### config.mk
export PLATFORM = sky130hd
export DESIGN_NAME = id_hazard_scoreboard
export DESIGN_NICKNAME = d
export VERILOG_FILES = /design/src/rtl/id_hazard_scoreboard.sv
export SDC_FILE = /design/constraint.sdc
export NUM_CORES = 1
export LEC_CHECK = 0
export CAP_MARGIN = 20
export CORE_ASPECT_RATIO = 0.6
export CORE_MARGIN = 2
export CORE_UTILIZATION = 53
export DETAILED_ROUTE_END_ITERATION = 6
export GPL_TIMING_DRIVEN = 0
export PLACE_DENSITY = 0.84
export SLEW_MARGIN = 20
export SYNTH_ARGS = -nofsm -noshare
export SYNTH_HDL_FRONTEND = slang
export SYNTH_SLANG_ARGS = --single-unit
export TNS_END_PERCENT = 30
### constraint.sdc
create_clock -name Clk -period 4.53 [get_ports Clk]
set_input_delay 0.453 -clock Clk [delete_from_list [all_inputs] [get_ports Clk]]
set_output_delay 0.453 -clock Clk [all_outputs]
set_load 0.02 [all_outputs]
### src/rtl/id_hazard_scoreboard.sv
// Decode-stage hazard controller: tracks EX/MEM destinations, drives the WB-to-ID
// register-file bypass select, stalls ID on uncoverable RAW hazards and sequences mult/div.
module id_hazard_scoreboard #(
  parameter int MD_LATENCY = 32,
  parameter int CNT_W      = 8
) (
  input  logic       Clk,
  input  logic       Reset,
  input  logic       Valid_ID,
  input  logic [4:0] Read_Address_1_ID,
  input  logic [4:0] Read_Address_2_ID,
  input  logic       Uses_Rs_ID,
  input  logic       Uses_Rt_ID,
  input  logic [4:0] Dest_Register_ID,
  input  logic       RegWrite_ID,
  input  logic       MultDiv_ID,
  input  logic       Reads_HILO_ID,
  input  logic       Hold,
  input  logic [4:0] Write_Register_WB,
  input  logic       RegWrite_WB,
  output logic       Stall_ID,
  output logic [1:0] ID_Register_Write_to_Read,
  output logic       MD_Busy,
  output logic       MD_Done
);

  typedef enum logic [1:0] {
    MD_IDLE = 2'd0,
    MD_BUSY = 2'd1,
    MD_DONE = 2'd2
  } md_state_t;

  localparam logic [CNT_W-1:0] MD_LOAD = CNT_W'(MD_LATENCY - 1);
  localparam logic [CNT_W-1:0] CNT_ONE = CNT_W'(1);

  logic             ex_valid_q;
  logic [4:0]       ex_dest_q;
  logic             mem_valid_q;
  logic [4:0]       mem_dest_q;
  md_state_t        state_q;
  logic [CNT_W-1:0] count_q;
  logic             md_done_q;

  logic             byp_rs;
  logic             byp_rt;
  logic             haz_ex;
  logic             haz_mem;
  logic             md_haz;
  logic             stall;
  logic             issue;
  logic             ex_valid_d;

  always_comb begin
    byp_rs = RegWrite_WB && (Write_Register_WB != 5'd0) &&
             (Write_Register_WB == Read_Address_1_ID);
    byp_rt = RegWrite_WB && (Write_Register_WB != 5'd0) &&
             (Write_Register_WB == Read_Address_2_ID);

    // Tracked destinations are never r0, so reads of r0 cannot match a valid entry.
    haz_ex  = ex_valid_q &&
              ((Uses_Rs_ID && (Read_Address_1_ID == ex_dest_q)) ||
               (Uses_Rt_ID && (Read_Address_2_ID == ex_dest_q)));
    haz_mem = mem_valid_q &&
              ((Uses_Rs_ID && (Read_Address_1_ID == mem_dest_q)) ||
               (Uses_Rt_ID && (Read_Address_2_ID == mem_dest_q)));

    // HI/LO is readable during DONE, so only BUSY blocks mult/div users.
    md_haz = (state_q == MD_BUSY) && (MultDiv_ID || Reads_HILO_ID);

    stall      = Valid_ID && (haz_ex || haz_mem || md_haz);
    issue      = Valid_ID && MultDiv_ID && !stall;
    ex_valid_d = Valid_ID && RegWrite_ID && (Dest_Register_ID != 5'd0);
  end

  assign ID_Register_Write_to_Read = {byp_rt, byp_rs};
  assign Stall_ID                  = stall;
  assign MD_Busy                   = (state_q != MD_IDLE);
  assign MD_Done                   = md_done_q;

  always_ff @(posedge Clk) begin
    if (Reset) begin
      ex_valid_q  <= 1'b0;
      ex_dest_q   <= 5'd0;
      mem_valid_q <= 1'b0;
      mem_dest_q  <= 5'd0;
    end else if (!Hold) begin
      mem_valid_q <= ex_valid_q;
      mem_dest_q  <= ex_dest_q;
      if (stall) begin
        ex_valid_q <= 1'b0;
      end else begin
        ex_valid_q <= ex_valid_d;
        ex_dest_q  <= Dest_Register_ID;
      end
    end
  end

  always_ff @(posedge Clk) begin
    if (Reset) begin
      state_q   <= MD_IDLE;
      count_q   <= '0;
      md_done_q <= 1'b0;
    end else if (Hold) begin
      md_done_q <= 1'b0;
    end else begin
      case (state_q)
        MD_IDLE: begin
          md_done_q <= 1'b0;
          if (issue) begin
            state_q <= MD_BUSY;
            count_q <= MD_LOAD;
          end
        end
        MD_BUSY: begin
          count_q <= count_q - CNT_ONE;
          if (count_q == CNT_ONE) begin
            state_q   <= MD_DONE;
            md_done_q <= 1'b1;
          end else begin
            md_done_q <= 1'b0;
          end
        end
        MD_DONE: begin
          md_done_q <= 1'b0;
          if (issue) begin
            state_q <= MD_BUSY;
            count_q <= MD_LOAD;
          end else begin
            state_q <= MD_IDLE;
          end
        end
        default: begin
          state_q   <= MD_IDLE;
          count_q   <= '0;
          md_done_q <= 1'b0;
        end
      endcase
    end
  end

endmodule

==> out/results.txt <==
The logs give 0 for the count of cells resized by post-cts repair and 6.71 mm for the global-route wire length before repair. In this run, synthesis produced a sequential element count of 23. Buffers inserted during clock tree synthesis total 3. The cell sitting at the root of the clock tree is a clkbuf_8.

The run gives 0 as the global-route congestion overflow total. Yosys mapped a number of flops with a built-in enable equal to 0. Number of instances in the synthesized netlist: 171. The library cells used most frequently in the layout, excluding fill and tap cells, are clkdlybuf4s50_1, dfxtp_1, nor2_1, xor2_1, xnor2_1. For the number of pins exceeding their max-slew limit in the final report, the log shows 0.

The clock passes through at most 2 buffers. Routability-driven placement finished with a final weighted congestion of 0.909. After Yosys synthesis, XOR and XNOR cells account for 17.4% of the synthesized area.

The logs give 0 for the final number of hold-violating endpoints and 7.89 ps for the setup skew after layout. The via count normalized by instance count was 5.79. Across the VDD grid, the largest voltage drop is 0.133 mV. After routing, the total negative slack on setup checks comes to 0 ps.

For the number of warning messages in the yosys log, the log shows 0. STA classifies the critical path startpoint as an input port. Clock latency on the worst-skew pair, taken at its later pin, is 270 ps. The layout overhead on the synthesized area was 27.5%; the starting density of the core was 58.0%. After legalization and detailed placement, the total HPWL measured 3.43 mm. The library cell used most frequently in the layout, excluding fill and tap cells, is clkdlybuf4s50_1. Summed over all nets, wire length on met2 after detailed routing comes to 1.79 mm. The multiplexer share of the synthesized area is 7.93%, and the DRC violation count after routing is 0. After clock tree synthesis, the flow added hold-fix buffers numbering 0. After clock tree synthesis, the clock-pin slew on the worst setup and hold paths is 80 ps. The number of antenna violations at the first check in global routing is 0, and the highest fanout seen on the critical path is 3. The tools report the kind of end point of the critical path as a primary output. The net count after synthesis was 203; the share of flip-flops with an asynchronous set or reset was 0%. Before antenna repair, the detailed router went through 4 iterations. At the pin with the least slew margin, the transition time is 669 ps. Netlist area before placement: 1510 um^2.

For the critical path data required time, the log shows 4080 ps. 0 antenna diodes ended up in the layout. The logs give 1 for the number of H-tree levels and 42 for the count of distinct cell types in the synthesized netlist.

Of the cells placed in the final design, the portion with a size suffix greater than 1 is 10.1%. The die area was 3310 um^2. Routed signal wires occupy layers up through met4. Worst setup path category: in2out. The worst relative slew slack came out at 55.4%. The sequential fraction of the synthesis area was 30.4%; the initial DRC count was 140. The synthesized area per cell is 8.85 um^2, and the simple-gate area share of the yosys netlist is 24.4%. Die boundary height: 45.4 um. The routed design has 4.15 mm of wire. In this run the count of I/O pins placed on the die edge is 35. The logs give 0 for the setup-violating endpoint count in the final report and 0.739 nW for the static leakage. The run finished with clean final reports.

The fill cell total of the finished layout was 182. The tools report the length of routed met3 wiring as 323 um. In this run the power density over the cells is 253 nW/um^2. After detailed routing, the wire length on met1 is 2.01 mm. Setup repair after global routing left no endpoint under its margin. The overall routing resource usage was 27.2%.

During placement, the flow inserted port buffers numbering 33. The core region is 2610 um^2. The number of clock sinks seen by CTS is 23, and the site row count is 14. The die is 73 um wide.

The final clock period utilization by the worst path came out at 69.2%. Summing internal, switching and leakage power gives 0.488 mW. The detailed-route via count is 1,390, and the number of max-capacitance violations reported is 0. In the synthesized netlist the dominant register cell turns out to be dfxtp_1. TritonCTS built the clock tree. Of the total synthesized cell area, the portion taken by full adders, half adders and majority gates is 1.65%. The routed length per placed instance was 17.3 um.

Entering global routing, the biggest net connects 14 pins. The count of nets left with antenna violations once routing finished came out at 0. The via count of the first global-routing pass is 1,315. Static timing analysis puts the maximum clock frequency at 319 MHz. In this run the worst hold path is classified as reg2reg. The smallest clock period supported by the final layout is computed as 3130 ps. The run gives 2680 ps as the worst path arrival time. The number of setup buffers added after CTS is 0. The net count of the finished layout is 241. Summing the areas of all compound-gate instances in the mapped netlist gives 14.0% of the synthesized area.

After synthesis, the largest family of logic cells by area is simple AND/OR/NAND/NOR gates.
metrics by stage:
stage                     cell area, um^2  worst slack [ps]  utilization [%]  cells  hold slack (ps)
after global routing                 1930              1340             74.0    240              558
after floorplan                      1510              2700                -    171              482
after global placement               1880              1510             72.2    236              502
after detailed placement             1880              1420             72.2    236              511
after CTS                            1930              1410             74.0    240              527
final                                1930              1400             74.0    240              534
registers in the layout, summed over array words and instances, names as in the netlist:
| name | flops |
|---|---|
| mem_valid_q | 1 |
| count_q | 8 |
| mem_dest_q | 5 |
| ex_valid_q | 1 |
| state_q | 2 |
| ex_dest_q | 5 |
| MD_Done | 1 |
synth_stat cells, drive strengths merged, types with 4 or more instances:
library cell	n	area (um^2)
a21oi	5	28.8
a221oi	5	75.1
buf	4	30.0
clkbuf	5	20.0
dfxtp	23	460
inv	4	15.0
mux2i	12	120
nand2	9	33.8
nand2b	6	37.5
nand3	4	20.0
nand4	6	43.8
nor2	17	63.8
nor4	6	37.5
or2b	4	30.0
xnor2	14	123
xor2	16	140
metal layers:
| layer | track usage (%) | vias up |
|---|---|---|
| met5 | 0 | - |
| met4 | 3.33 | 0 |
| met3 | 5.09 | 4 |
| met2 | 42.5 | 56 |
| met1 | 40.4 | 648 |
| li1 | - | 682 |
cell families after synthesis:
| group | Yosys count |
|---|---|
| xor gates and xnor gates | 30 |
| buffers and inverters | 13 |
| and+or+nand+nor | 67 |
| DFF | 23 |
| adders and majority gates | 2 |
| muxes | 12 |
| AOI/OAI and AO/OA | 24 |
worst paths after layout:
check / start / endpoint / slack (ps) / cells after the start
worst max-delay path: Read_Address_1_ID[1] / Stall_ID / 1400 / 7
worst min-delay path: state_q[0] / MD_Done / 530 / 2
worst max register to register: mem_dest_q[1] / count_q[1] / 2690 / 7
worst min register to register: state_q[0] / MD_Done / 530 / 2
cell type report:
cell class	instances	area [um^2]	share of cell area, %
clock inverter	1	5.00	0.259
tap	32	40.0	2.07
timing repair buffer	33	330	17.1
clock buffer	3	41.3	2.14
buffer	9	50.0	2.59
inverter	4	15.0	0.778
multi-input combinational	135	988	51.2
sequential	23	460	23.8
worst max-delay path, stage by stage:
cell and delay, ps:
clkdlybuf4s50_1 490, xor2_1 180, nor4_1 480, nand4_1 180
nand4_2 130, and2_2 170, clkdlybuf4s50_1 590
power breakdown:
group          internal [mW]  switching (mW)  total, mW
combinational         0.0674          0.0674      0.135
sequential             0.213          0.0133      0.227
clock                 0.0614          0.0649      0.126
total                  0.342           0.146      0.488
Power figures use the tool's default switching activity.
==> RTL edit, RTL diff (same flow settings) <==
Register the input `MultDiv_ID` before use. The logic sees it one clock later. The other inputs are not delayed to match.
--- a/src/rtl/id_hazard_scoreboard.sv
+++ b/src/rtl/id_hazard_scoreboard.sv
@@ -35,2 +35,8 @@
 
+  logic MultDiv_ID_q;
+
+  always_ff @(posedge Clk) begin
+    MultDiv_ID_q <= MultDiv_ID;
+  end
+
   logic             ex_valid_q;
@@ -67,6 +73,6 @@
     // HI/LO is readable during DONE, so only BUSY blocks mult/div users.
-    md_haz = (state_q == MD_BUSY) && (MultDiv_ID || Reads_HILO_ID);
+    md_haz = (state_q == MD_BUSY) && (MultDiv_ID_q || Reads_HILO_ID);
 
     stall      = Valid_ID && (haz_ex || haz_mem || md_haz);
-    issue      = Valid_ID && MultDiv_ID && !stall;
+    issue      = Valid_ID && MultDiv_ID_q && !stall;
     ex_valid_d = Valid_ID && RegWrite_ID && (Dest_Register_ID != 5'd0);
Function: changed (Yosys sat finds a counterexample within 4 cycles, from zero or initial values and one cycle with Reset high).
==> RTL edit against the unedited design <==
  * Critical path depth is the same
  * Power grew 4.7%
  * Non-clock buffer count is the same
  * Highest routed layer is now met3
  * Sequential cell count grew 1
  * Clock power grew 16%
  * Design area grew 1.6%
  * Sequential power grew 4%
  * Via count shrank 1.1%
  * Worst setup slack gained 130 ps
  * Routed wire length shrank 14%
  * Synthesized area grew 1.3%
  * Largest power group unchanged
  * Critical path type unchanged
  * Largest cell class unchanged
==> RTL edit: results (changes against the unedited design) <==
status=finished, final reports clean (unchanged); largest net degree at the start of global routing=14 (unchanged); post-synthesis mux area share=0.07830 (was 0.07934); share of cells above drive strength 1=0.1005 (was 0.1010); final non-filler cell total=243 (was 240); CP Launch Point=Read_Address_2_ID[0] (was Read_Address_1_ID[1]); largest registers=count_q x8, ex_dest_q x5, mem_dest_q x5 (unchanged); DR iter-0 viols=72 (was 140); top cells by area, synth=dfxtp_1 31%, xor2_1 9.1%, xnor2_1 8.0% (was dfxtp_1 30%, xor2_1 9.3%, xnor2_1 8.1%); sequential area share after synthesis=0.3132 (was 0.3041); FF-to-FF path depth=5 (was 7); GRT Util Overall=0.2286 (was 0.2723); worst clock skew=5.106 ps (was 7.890 ps); Initial Util=0.5449 (was 0.5801); Placed Cells=239 (was 236); Pre-antenna DRT Iters=4 (unchanged); post-synthesis compound-gate area fraction=0.1378 (was 0.1397); Final GP Congestion=0.9507 (was 0.9088); Reg-to-Reg Start=state_q[0] (was mem_dest_q[1]); Net Count, Synth=204 (was 203); CTS resizes=0 (unchanged); R2R Setup Slk=2780 ps (was 2690 ps); Antenna Cells=0 (unchanged); Via density=5.658 (was 5.792); worst hold path depth=2 (unchanged); Peak VDD IR=138.5 uV (was 133.2 uV); setup bufs post-CTS=0 (unchanged); synth unique cells=42 (unchanged); CP delay by family, top=buffers and inverters (unchanged); top layer in use=met3 (was met4); metal3 WL=226 um (was 323 um); IO Port Bufs=33 (unchanged); CTS buffer count=3 (unchanged); slowest CP cell=clkdlybuf4s50_1 (unchanged); static leakage=0.0007506 uW (was 0.0007389 uW); Worst EP arrival=2550 ps (was 2680 ps); vias in the first global route=1205 (was 1315); ys flop type=dfxtp_1 (unchanged); WL/cell=14.71 um (was 17.28 um); Final HPWL DP=2905 um (was 3432 um); first-pass GRT wire length=5768 um (was 6713 um); type of the worst min-delay path=flip-flop to flip-flop (unchanged); Slowest Stage Delay on Critical Path=about 600 ps; post-synthesis xor/xnor area fraction=0.1713 (was 0.1736); Clk pin slew, worst setup/hold paths=80 ps (about the same); top post-synthesis cells by count=24 x dfxtp_1, 17 x nor2_1, 16 x xor2_1, 14 x xnor2_1, 12 x mux2i_1 (was 23 x dfxtp_1, 17 x nor2_1, 16 x xor2_1, 14 x xnor2_1, 12 x mux2i_1); FF-to-FF End=count_q[5] (was count_q[1]); antenna violations before repair=0 (unchanged); M1 WL=1874 um (was 2009 um); H-tree levels=1 (unchanged); Met2 Routed Length=1474 um (was 1793 um); clock tree root buffer cell=clkbuf_8 (unchanged); slew margin rel.=0.6014 (was 0.5540); CP Max Fanout=3 (unchanged); Syn Area/Cell=8.918 um^2 (was 8.854 um^2); Post-Synth Adder-Cell Area=0.01631 (was 0.01653)
## RTL edit: cell count changes in the layout (fill, tap and decap cells not counted)
cell | before | now
dfxtp_1 | 23 | 24
clkinv_2 | 1 | 0
clkbuf_8 | 3 | 4
## RTL edit: worst min path at each step
stage	startpoint	to	slack, ps
after global placement	mem_valid_q	mem_valid_q	510
after global routing	count_q[1]	count_q[1]	580
final	state_q[0]	MD_Done	540
after CTS	state_q[0]	MD_Done	540
after detailed placement	state_q[0]	MD_Done	530
after floorplan	MultDiv_ID	MultDiv_ID_q	480
## RTL edit: cell type report
class / count / area [um^2]
repair buffers: 33 / 330.3
multi-input cells: 135 / 988.4
plain buffers: 9 / 50.05
clock buffers: 4 / 55.05
inverters: 4 / 15.01
fillers: 230 / 853.3
well taps: 34 / 42.54
flip-flops and latches: 24 / 480.5
## RTL edit: cell families after synthesis
family	after synthesis
fa+ha+maj	2
buf+inv	13
simple gates	67
flops	24
compound gates	24
xor+xnor	30
mux	12
## RTL edit: per-layer routing
metal / GRT usage / vias up
li1: - / 691
met1: 0.3630 / 641
met2: 0.3089 / 43
met3: 0.06195 / 0
met4: 0.02909 / 0
met5: 0 / -
## RTL edit: metrics by stage
stage / instance area (um^2) / hold WS, ps / setup WS [ps] / utilization
floorplan: 1534 / 480.7 / 2699 / -
global placement: 1907 / 514.6 / 1560 / 0.6773
detailed placement: 1907 / 525.0 / 1518 / 0.6773
CTS: 1962 / 535.3 / 1532 / 0.6969
global route: 1962 / 576.4 / 1389 / 0.6969
finish: 1962 / 536.1 / 1531 / 0.6969
## RTL edit: worst reg2reg max path, delay by kind of cell (launching register included)
kind / cells / cell delay [ps]
compound gates: 2 / 430
buf+inv: 2 / 580
simple gates: 1 / 310
flops: 1 / 340
## RTL edit: report_power, final
group	switching, uW	internal, uW	total, uW	leakage [uW]
sequential	13.4	223	236	0.000196
combinational	61.7	67.2	129	0.000526
clock	68.0	77.7	146	0.0000288
